**src/rtl/reg_info_bank.sv**
```systemverilog
// Multi-channel holding register between the RTC and the display formatter.
// It tracks RTC updates, edits one channel in a shadow copy, and writes commits back to the RTC.
module reg_info_bank #(
  parameter int DATA_W  = 48,
  parameter int N_CH    = 3,
  parameter int CH_W    = 2,
  parameter int TIMEOUT = 255
) (
  input  logic              clk,
  input  logic              clr,
  input  logic              estado,
  input  logic [CH_W-1:0]   ch_sel,
  input  logic [CH_W-1:0]   disp_ch,
  input  logic [DATA_W-1:0] dato_user,
  input  logic              user_we,
  input  logic [DATA_W-1:0] dato_rtc,
  input  logic [CH_W-1:0]   rtc_ch,
  input  logic              rtc_valid,
  input  logic              wb_ack,
  output logic              wb_req,
  output logic [CH_W-1:0]   wb_ch,
  output logic [DATA_W-1:0] wb_data,
  output logic              busy,
  output logic              wb_err,
  output logic [DATA_W-1:0] almacenamiento
);

  localparam int CNT_W = $clog2(TIMEOUT + 1);
  localparam logic [CH_W:0] LP_NCH = N_CH[CH_W:0];
  localparam logic [CNT_W-1:0] LP_TIMEOUT = TIMEOUT[CNT_W-1:0];

  typedef enum logic [1:0] {ST_IDLE = 2'd0, ST_EDIT = 2'd1, ST_WB = 2'd2} state_t;

  state_t              r_state;
  state_t              w_state_nxt;
  logic [DATA_W-1:0]   r_bank [N_CH];
  logic [DATA_W-1:0]   r_shadow;
  logic [CH_W-1:0]     r_edit_ch;
  logic                r_dirty;
  logic [CNT_W-1:0]    r_cnt;
  logic                r_wb_req;
  logic [CH_W-1:0]     r_wb_ch;
  logic [DATA_W-1:0]   r_wb_data;
  logic                r_busy;
  logic                r_wb_err;
  logic [DATA_W-1:0]   r_alm;

  logic                w_sel_ok;
  logic                w_rtc_ok;
  logic                w_disp_ok;
  logic                w_user_wr;
  logic                w_enter;
  logic                w_commit;
  logic                w_ack_ok;
  logic                w_tout;
  logic [DATA_W-1:0]   w_shadow_nxt;
  logic [DATA_W-1:0]   w_alm_nxt;

  // State register
  always_ff @(posedge clk) begin
    if (clr) begin
      r_state <= ST_IDLE;
    end else begin
      r_state <= w_state_nxt;
    end
  end

  // Next-state decode and per-cycle control strobes
  always_comb begin
    w_state_nxt  = r_state;
    w_enter      = 1'b0;
    w_commit     = 1'b0;
    w_ack_ok     = 1'b0;
    w_tout       = 1'b0;
    w_sel_ok     = ({1'b0, ch_sel} < LP_NCH);
    w_disp_ok    = ({1'b0, disp_ch} < LP_NCH);
    // RTC writes to the channel under edit or write-back are dropped
    w_rtc_ok     = rtc_valid && ({1'b0, rtc_ch} < LP_NCH) &&
                   ((r_state == ST_IDLE) || (rtc_ch != r_edit_ch));
    w_user_wr    = (r_state == ST_EDIT) && user_we;
    w_shadow_nxt = w_user_wr ? dato_user : r_shadow;
    case (r_state)
      ST_IDLE: begin
        if (estado && w_sel_ok) begin
          w_state_nxt = ST_EDIT;
          w_enter     = 1'b1;
        end else begin
          w_state_nxt = ST_IDLE;
        end
      end
      ST_EDIT: begin
        if (!estado) begin
          if (r_dirty || user_we) begin
            w_state_nxt = ST_WB;
            w_commit    = 1'b1;
          end else begin
            w_state_nxt = ST_IDLE;
          end
        end else begin
          w_state_nxt = ST_EDIT;
        end
      end
      ST_WB: begin
        if (wb_ack) begin
          w_state_nxt = ST_IDLE;
          w_ack_ok    = 1'b1;
        end else if (r_cnt == CNT_W'(1)) begin
          w_state_nxt = ST_IDLE;
          w_tout      = 1'b1;
        end else begin
          w_state_nxt = ST_WB;
        end
      end
      default: begin
        w_state_nxt = ST_IDLE;
      end
    endcase
    if ((r_state != ST_IDLE) && (disp_ch == r_edit_ch)) begin
      w_alm_nxt = r_shadow;
    end else if (w_disp_ok) begin
      w_alm_nxt = r_bank[disp_ch];
    end else begin
      w_alm_nxt = {DATA_W{1'b0}};
    end
  end

  // Bank, shadow, write-back handshake and display registers
  always_ff @(posedge clk) begin
    if (clr) begin
      for (int i = 0; i < N_CH; i++) begin
        r_bank[i] <= {DATA_W{1'b0}};
      end
      r_shadow  <= {DATA_W{1'b0}};
      r_edit_ch <= {CH_W{1'b0}};
      r_dirty   <= 1'b0;
      r_cnt     <= {CNT_W{1'b0}};
      r_wb_req  <= 1'b0;
      r_wb_ch   <= {CH_W{1'b0}};
      r_wb_data <= {DATA_W{1'b0}};
      r_busy    <= 1'b0;
      r_wb_err  <= 1'b0;
      r_alm     <= {DATA_W{1'b0}};
    end else begin
      for (int i = 0; i < N_CH; i++) begin
        if (w_commit && (r_edit_ch == CH_W'(i))) begin
          r_bank[i] <= w_shadow_nxt;
        end else if (w_rtc_ok && (rtc_ch == CH_W'(i))) begin
          r_bank[i] <= dato_rtc;
        end else begin
          r_bank[i] <= r_bank[i];
        end
      end
      if (w_enter) begin
        r_edit_ch <= ch_sel;
        r_shadow  <= r_bank[ch_sel];
        r_dirty   <= 1'b0;
      end else if (w_commit) begin
        r_shadow  <= w_shadow_nxt;
        r_dirty   <= 1'b0;
      end else if (w_user_wr) begin
        r_shadow  <= dato_user;
        r_dirty   <= 1'b1;
      end
      if (w_commit) begin
        r_wb_req  <= 1'b1;
        r_wb_ch   <= r_edit_ch;
        r_wb_data <= w_shadow_nxt;
        r_cnt     <= LP_TIMEOUT;
      end else if (w_ack_ok) begin
        r_wb_req  <= 1'b0;
        r_wb_err  <= 1'b0;
      end else if (w_tout) begin
        r_wb_req  <= 1'b0;
        r_wb_err  <= 1'b1;
      end else if (r_state == ST_WB) begin
        r_cnt     <= r_cnt - CNT_W'(1);
      end
      r_busy <= (w_state_nxt != ST_IDLE);
      r_alm  <= w_alm_nxt;
    end
  end

  assign wb_req         = r_wb_req;
  assign wb_ch          = r_wb_ch;
  assign wb_data        = r_wb_data;
  assign busy           = r_busy;
  assign wb_err         = r_wb_err;
  assign almacenamiento = r_alm;

endmodule

```
**config.mk**
```make
export PLATFORM = sky130hd
export DESIGN_NAME = reg_info_bank
export DESIGN_NICKNAME = d
export VERILOG_FILES = /design/src/rtl/reg_info_bank.sv
export SDC_FILE = /design/constraint.sdc
export NUM_CORES = 1
export LEC_CHECK = 0
export CAP_MARGIN = 40
export CORE_ASPECT_RATIO = 0.9
export CORE_MARGIN = 2
export CORE_UTILIZATION = 55
export CTS_CLUSTER_DIAMETER = 200
export DETAILED_ROUTE_END_ITERATION = 8
export DONT_BUFFER_PORTS = 1
export HOLD_SLACK_MARGIN = 0.1
export PLACE_DENSITY = 0.7
export SYNTH_ARGS = -nofsm -noshare
export SYNTH_HDL_FRONTEND = slang
export SYNTH_SLANG_ARGS = --single-unit
```
**constraint.sdc**
```tcl
create_clock -name clk -period 9.7 [get_ports clk]
set_input_delay 1.94 -clock clk [delete_from_list [all_inputs] [get_ports clk]]
set_output_delay 1.94 -clock clk [all_outputs]
set_load 0.005 [all_outputs]
```
Word-level counts from Yosys, hierarchy flattened:

Memories as Yosys holds them, arrays and structs flattened.
Cells that the tools add are included.

* word-level logic and storage cells: 140
* flip-flop bits (word level): 162
* output and inout port bits: 101
* memories kept: 1
* RAM bits: 144
* input port bits: 108

* $add $sub $neg: 1
* bitwise gates (word level): 10
* reductions and logical operators: 27
* magnitude comparators: 3
* multiplexer cells: 73
* eq/ne operators: 14

Memory list
* r_bank: depth 3, bits a word 48, rd ports 2, clocked after memory_dff 0, write ports 3, RTL line 36 `logic [DATA_W-1:0] r_bank [N_CH];`

Operator list (number)
* $mux 48: 13
* $mux 1: 51
* $mux 8: 4
* $logic_and 1x1->1: 11
* $or 1x1->1: 9
* $eq 8x1->1 const B: 1
* $mux 2: 4
* $reduce_and 2->1: 4
* $reduce_bool 2->1: 4
* $sub 8x1->8 const B: 1
* $eq 2x1->1 const B: 3
* $eq 2x2->1 const B: 3
* $logic_not 2->1: 3
* $lt 2x2->1 const B: 3
* $pmux 2 s3: 1
* $ne 2x2->1 const B: 2
* $ne 0x0->1: 3
* $reduce_and 3->1: 1
* $reduce_bool 3->1: 1
* $reduce_or 3->1: 1
* $eq 2x2->1: 1
* $logic_or 1x1->1: 2
* $ne 2x2->1: 1
* $not 1->1: 1

Longest topological paths before layout:

Gate-level depths: netlist of the first run.

* depth after elaboration: 11
* gate-level depth with buffers: 9
* depth with buffers taken out: 7

Worst setup path after synthesis of the first run:

Ideal clock, no wire load.

* kind: input port to flip-flop
* from: input port estado
* to: memory r_bank[2][0], enable pin
* path buffers: 2
* data required time: 9284 ps
* arrival time: 4032 ps
* slack: 5252 ps
* setup time: 416 ps
* cell stages on the path: 5
* cells stage by stage: o21ba_2 and2_1 clkbuf_1 buf_2 a311o_1

RTL lines
* from (decl): RTL line 11 `input logic estado,`
* to (decl): RTL line 36

==> results of run 1 <==
registers in the layout (all words and copies together) (netlist names):
register / cells
wb_req: 1
r_cnt: 8
r_edit_ch: 2
r_shadow: 48
wb_ch: 2
almacenamiento: 48
r_state: 2
wb_err: 1
wb_data: 48
busy: 1
r_dirty: 1
r_bank: 144
final timing paths:
kind / depth (start not counted) / startpoint / slack [ns] / end
worst max-delay path: 8 / rtc_valid / 5.73 / r_bank[2][33]$_DFFE_PP_
worst min-delay path: 2 / wb_ch[1]$_SDFFE_PP0P_ / 0.51 / wb_ch[1]$_SDFFE_PP0P_
worst max register to register: 8 / r_edit_ch[1]$_SDFFE_PP0P_ / 6.60 / r_bank[2][33]$_DFFE_PP_
worst min register to register: 2 / wb_ch[1]$_SDFFE_PP0P_ / 0.51 / wb_ch[1]$_SDFFE_PP0P_
power groups by stage:
stage | Combinational, mW | Sequential [mW] | Clock [mW]
5_1_grt | 0.325 | 1.50 | 1.39
3_3_place_gp | 0.277 | 1.51 | 0
3_5_place_dp | 0.293 | 1.52 | 0
4_1_cts | 0.295 | 1.49 | 1.33
6_report | 0.295 | 1.49 | 1.32
2_1_floorplan | 0.252 | 1.50 | 0
tightest hold or removal path, cell delays in order (launching register included):
cell,delay (ns)
dfxtp_1,0.34
nand2_1,0.07
a21oi_1,0.05
stage by stage:
stage	setup slack [ns]	std cells
floorplan	5.25	1403
global placement	5.00	1621
detailed placement	5.21	1628
CTS	5.74	1690
global route	5.55	1690
finish	5.73	1691
routing by layer:
metal	GRT usage [%]	share of wire (%)
met1	36.0	43
met2	42.0	46
met3	5.99	8.8
met4	8.50	2.3
met5	0	0
cells in the final DEF (no fill, tap or decap), types with 2 or more instances in the layout:
cell type	count
a211oi_1	184
a211oi_2	60
a21oi_1	15
a22oi_1	47
buf_12	2
buf_16	5
buf_4	9
clkbuf_1	6
clkbuf_16	38
clkbuf_8	9
clkinv_1	2
clkinv_2	5
dfxtp_1	162
edfxtp_1	144
ha_1	2
inv_1	3
mux2i_1	145
nand2_1	106
nand2_4	3
nand3_1	2
nand3_4	2
nand3b_1	2
nand4b_1	2
nor2_1	248
nor2b_1	2
nor3_1	3
nor3b_1	2
nor4_1	2
o21ai_0	49
o31ai_1	48
xor2_1	9
cell families after synthesis:
kind of cell | Yosys count | synth area share (%)
xor gates and xnor gates | 9 | 0.541
buffers and inverters | 143 | 4.44
DFF | 306 | 52.0
muxes | 145 | 9.97
adders and majority gates | 2 | 0.172
AOI/OAI and AO/OA | 414 | 22.5
and+or+nand+nor | 384 | 10.4
layout make-up:
cell class,instances,area [sq um]
inverter,4,15.0
timing repair buffer,16,245
antenna,1,2.50
multi-input combinational,954,6430
fill,2125,10200
tap,348,435
clock buffer,53,1100
clock inverter,9,70.1
sequential,306,7570
==> results.py, run 1 <==
metrics = {
    "power_and_ir_drop": {
        "powerDensity_nw_per_um2": 196,
        "pwr-share-comb_pct": 9.5,
        "power_switching_share_pct": 24.2,
        "p_sw_uw": 753,
        "p_leak_nw": 5.81,
        "ir_drop_mv": 0.129,
        "power.total_mw": 3.11,
        "internal_power_mw": 2.36,
        "seqPwrFrac_pct": 48.0,
        "pwr-share-clk_pct": 42.5,
    },
    "worst_setup_path": {
        "worstSetupPathType": "input pin to register",
        "cp_num_buf_inv": 3,
        "worstSetupEndpointType": "register",
        "slowest_stage": "buf_4",
        "cp.required_ns": 9.94,
        "arrival_ns": 4.22,
        "setup.worst_path.start_class": "input pin",
        "cp_top_family": "buffers and inverters",
        "cp_common_cell": "buf_4",
        "crit_fanout": 67,
        "path_cells": "and3b_1, a31oi_1, a2111oi_4, nor2_4, buf_4, buf_4, buf_16, o31ai_1",
        "crit_path_max_incr_delay_ns": 0.65,
    },
    "yosys": {
        "synth_cells": 1403,
        "ys_ff_latch": 306,
        "syn-num-nets": 1513,
        "ys_types": 45,
        "yosysTopAreaCell": "edfxtp_1",
        "synth_edf_count": 144,
        "yosys.cell_count.top_type": "nor2_1",
        "yosysWarnings": 0,
        "synth.top_cell.area_share_pct": 29.7,
        "yosysSeqAreaShare_pct": 52.0,
        "synthTopCellsByArea": "edfxtp_1 (30%), dfxtp_1 (22%), mux2i_1 (10%)",
        "synth.avg_cell_area_sq_um": 10.4,
        "ys.flop_type": "dfxtp_1",
        "async_reset_ff_share_pct": 0,
        "netlist_area_sq_um": 14600,
        "synth_top_cells_by_count": "nor2_1 (248), a211oi_1 (184), dfxtp_1 (162), mux2i_1 (145), edfxtp_1 (144)",
    },
    "sta": {
        "hold_viol_final": 0,
        "setup_violations": 0,
        "holdWs_ns": 0.506,
        "grt_setup_unrepaired": "false",
        "tightestPinTransition_ns": 0.878,
        "timing.final.crit_share_pct": 41.0,
        "slew_headroom_pct": 41.5,
        "setup_tns_ns": 0,
        "fmax_ghz": 0.252,
        "fin_crit_ns": 3.97,
        "drv_slew": 0,
        "clock_skew_ns": 0.0160,
    },
    "floorplanning": {
        "num_rows": 56,
        "dieArea_sq_um": 27800,
        "start_util_pct": 55.9,
        "die_w_um": 176,
        "die_y_um": 158,
        "core_sq_um": 26100,
        "ioPinCount": 209,
    },
    "clock_network": {
        "numCtsBuffers": 34,
        "clk_latency_ns": 0.51,
        "h-tree-depth": 2,
        "path_clk_slew_ns": 0.06,
        "postCtsSetupRepairBufs": 0,
        "cts_tree": "done",
        "hold_buffers": 0,
        "cts.path.max_buffers": 3,
        "root_buffer": "clkbuf_16",
        "post_cts_resized": 0,
        "clock_sinks": 306,
    },
    "cells_and_area": {
        "nNetsFinal": 1426,
        "final_core_util_pct": 60.9,
        "fin_area_sq_um": 15900,
        "drive_gt1_share_pct": 10.9,
        "area_delta_synth_final_pct": 8.97,
    },
    "global_route": {
        "grt_pass1_wl_mm": 58.0,
        "antenna_found_initial": 0,
        "grt_use_total_pct": 26.4,
        "grt_max_degree": 167,
        "grt_pass1_vias": 10497,
        "overflow": 0,
    },
    "drt": {
        "vias": 10732,
        "initialDrtViolationCount": 919,
        "ant_nets": 0,
        "wl_per_cell_um": 22.1,
        "routed_wl_mm": 37.3,
        "dr.pass1.iters": 5,
        "drt-vias-per-instance": 6.35,
        "drc_errors": 0,
    },
    "placement": {
        "routabilityCongestion": 0.777,
        "dp_hpwl_mm": 21.7,
        "io_buffers": 0,
        "dpl_cell_area_sq_um": 14700,
    },
    "status": {
        "status": "finished clean",
    },
    "worst_hold_path": {
        "hold_class": "register to register",
    },
    "job": {
        "cap_violations": 0,
    },
}
Power figures use the tool's default switching activity.
==> inputs of run 2 (changes only) <==
PLACE_DENSITY = 0.73   (was 0.7)
clock period = 3.5 ns   (was 9.7 ns; I/O delays follow)
==> run 2 against run 1 <==
Flip-flop and latch count unchanged. Via count increased by 0.45%. Sequential share of layout area increased by 0.29 points. Routed wire length increased by 0.89%. Count of clock-buffer cells in the layout increased by 2. Sequential power increased to 2.8 times the previous value. Global-route usage increased by 0.26 points. Clock power increased to 2.6 times the previous value. Design area decreased by 0.61%. Combinational power increased to 2.8 times the previous value. Critical endpoint is now r_bank[2][24]$_DFFE_PP_.
==> results.py, run 2 (synthesized netlist as in run 1, its figures left out) <==
metrics = {
    "worst_setup_path": {
        "crit_path_max_incr_delay_ns": 0.57,
        "crit_fanout": 93,
        "path_cells": "nor2b_1, nand2_2, a2111oi_4, nor2_4, buf_12, o31ai_1",
        "cp.required_ns": 3.82,
        "setup.worst_path.start_class": "register",
        "arrival_ns": 2.93,
        "worstSetupPathType": "register to register",
        "slowest_stage": "nor2b_1",
        "cp_top_family": "simple AND/OR/NAND/NOR gates",
        "cp_num_buf_inv": 1,
        "worstSetupEndpointType": "register",
    },
    "floorplanning": {
        "ioPinCount": 209,
        "die_w_um": 176,
        "start_util_pct": 55.9,
        "core_sq_um": 26100,
        "num_rows": 56,
        "dieArea_sq_um": 27800,
        "die_y_um": 158,
    },
    "clock_network": {
        "h-tree-depth": 2,
        "path_clk_slew_ns": 0.06,
        "numCtsBuffers": 35,
        "hold_buffers": 0,
        "cts.path.max_buffers": 3,
        "root_buffer": "clkbuf_16",
        "postCtsSetupRepairBufs": 0,
        "clock_sinks": 306,
        "post_cts_resized": 0,
        "cts_tree": "done",
        "clk_latency_ns": 0.51,
    },
    "sta": {
        "grt_setup_unrepaired": "false",
        "setup_violations": 0,
        "tightestPinTransition_ns": 0.831,
        "fmax_ghz": 0.384,
        "drv_slew": 0,
        "clock_skew_ns": 0.0127,
        "timing.final.crit_share_pct": 74.4,
        "slew_headroom_pct": 44.6,
        "fin_crit_ns": 2.61,
        "setup_tns_ns": 0,
        "hold_viol_final": 0,
    },
    "power_and_ir_drop": {
        "pwr-share-comb_pct": 9.7,
        "power_switching_share_pct": 25.0,
        "power.total_mw": 8.40,
        "ir_drop_mv": 0.342,
        "powerDensity_nw_per_um2": 533,
        "pwr-share-clk_pct": 41.1,
        "p_leak_nw": 5.78,
        "p_sw_mw": 2.10,
        "internal_power_mw": 6.30,
        "seqPwrFrac_pct": 49.2,
    },
    "drt": {
        "routed.top_layer": "met4",
        "routed_wl_mm": 37.6,
        "drt-vias-per-instance": 6.36,
        "initialDrtViolationCount": 884,
        "ant_nets": 0,
        "dr.pass1.iters": 6,
        "drc_errors": 0,
        "wl_per_cell_um": 22.2,
        "vias": 10780,
        "wl_met3_mm": 3.64,
        "wl_met1_mm": 16.1,
        "wl_met2_mm": 17.0,
    },
    "cells_and_area": {
        "nNetsFinal": 1431,
        "area_delta_synth_final_pct": 8.31,
        "diodes": 0,
        "fillerInstances": 2165,
        "layout_commonest_cell": "nor2_1",
        "largest-register": "r_bank",
        "final_cell_mix": "nor2_1 (248), a211oi_1 (184), dfxtp_1 (162)",
        "drive_gt1_share_pct": 10.8,
        "fin_area_sq_um": 15800,
        "largest_register_ffs": 144,
    },
    "global_route": {
        "antenna_found_initial": 0,
        "grt_pass1_vias": 10333,
        "overflow": 0,
        "grt_use_total_pct": 26.7,
        "grt_max_degree": 167,
        "grt_pass1_wl_mm": 58.3,
    },
    "placement": {
        "dp_hpwl_mm": 21.5,
        "dpl_cell_area_sq_um": 14700,
        "io_buffers": 0,
        "routabilityCongestion": 0.756,
    },
    "status": {
        "status": "finished clean",
    },
    "worst_hold_path": {
        "hold_class": "input pin to register",
    },
    "job": {
        "cap_violations": 0,
    },
}
[run 2: per-layer routing]
metal,global-route usage (%),vias up
met5,0,-
met4,8.85,0
met3,7.07,66
met2,41.6,458
met1,36.3,5198
li1,-,5058
[run 2: worst paths after layout]
check	depth (start not counted)	endpoint	startpoint	slack, ns
worst min register to register	2	wb_ch[1]$_SDFFE_PP0P_	wb_ch[1]$_SDFFE_PP0P_	0.48
worst max register to register	6	r_bank[2][24]$_DFFE_PP_	r_state[0]$_SDFF_PP0_	0.89
worst min-delay path	1	wb_ch[0]$_SDFFE_PP0P_	clr	0.27
worst max-delay path	6	r_bank[2][24]$_DFFE_PP_	r_state[0]$_SDFF_PP0_	0.89
[run 2: final cells by class]
cell class | count | area, sq um | area share (%)
clock buffer | 55 | 1010 | 6.41
clock inverter | 9 | 62.6 | 0.397
inverter | 4 | 15.0 | 0.0952
multi-input combinational | 954 | 6430 | 40.8
sequential | 306 | 7570 | 48.0
tap | 348 | 435 | 2.76
timing repair buffer | 20 | 245 | 1.56
[run 2: metrics by stage]
stage          cells  setup slack (ns)  hold WS [ns]  utilization (%)
2_1_floorplan   1403             0.292         0.453                -
3_3_place_gp    1629             0.838         0.464             56.1
3_5_place_dp    1632             0.839         0.473             56.4
4_1_cts         1696             0.972         0.247             60.5
5_1_grt         1696             0.773         0.258             60.5
6_report        1696             0.895         0.273             60.5
[run 2: power groups by stage]
stage	logic, mW	registers, mW	clock network [mW]
2_1_floorplan	0.699	4.17	0
3_3_place_gp	0.773	4.20	0
4_1_cts	0.812	4.13	3.49
6_report	0.815	4.14	3.45
5_1_grt	0.897	4.16	3.64
3_5_place_dp	0.808	4.21	0
[run 2: worst register-to-register path: cells and delay by family, from the launching register on]
kind                   cells  cell delay [ns]
AND/OR/NAND/NOR            3             0.99
flip-flops                 1             0.38
buffers and inverters      1             0.22
AO/OA/AOI/OAI              2             0.83
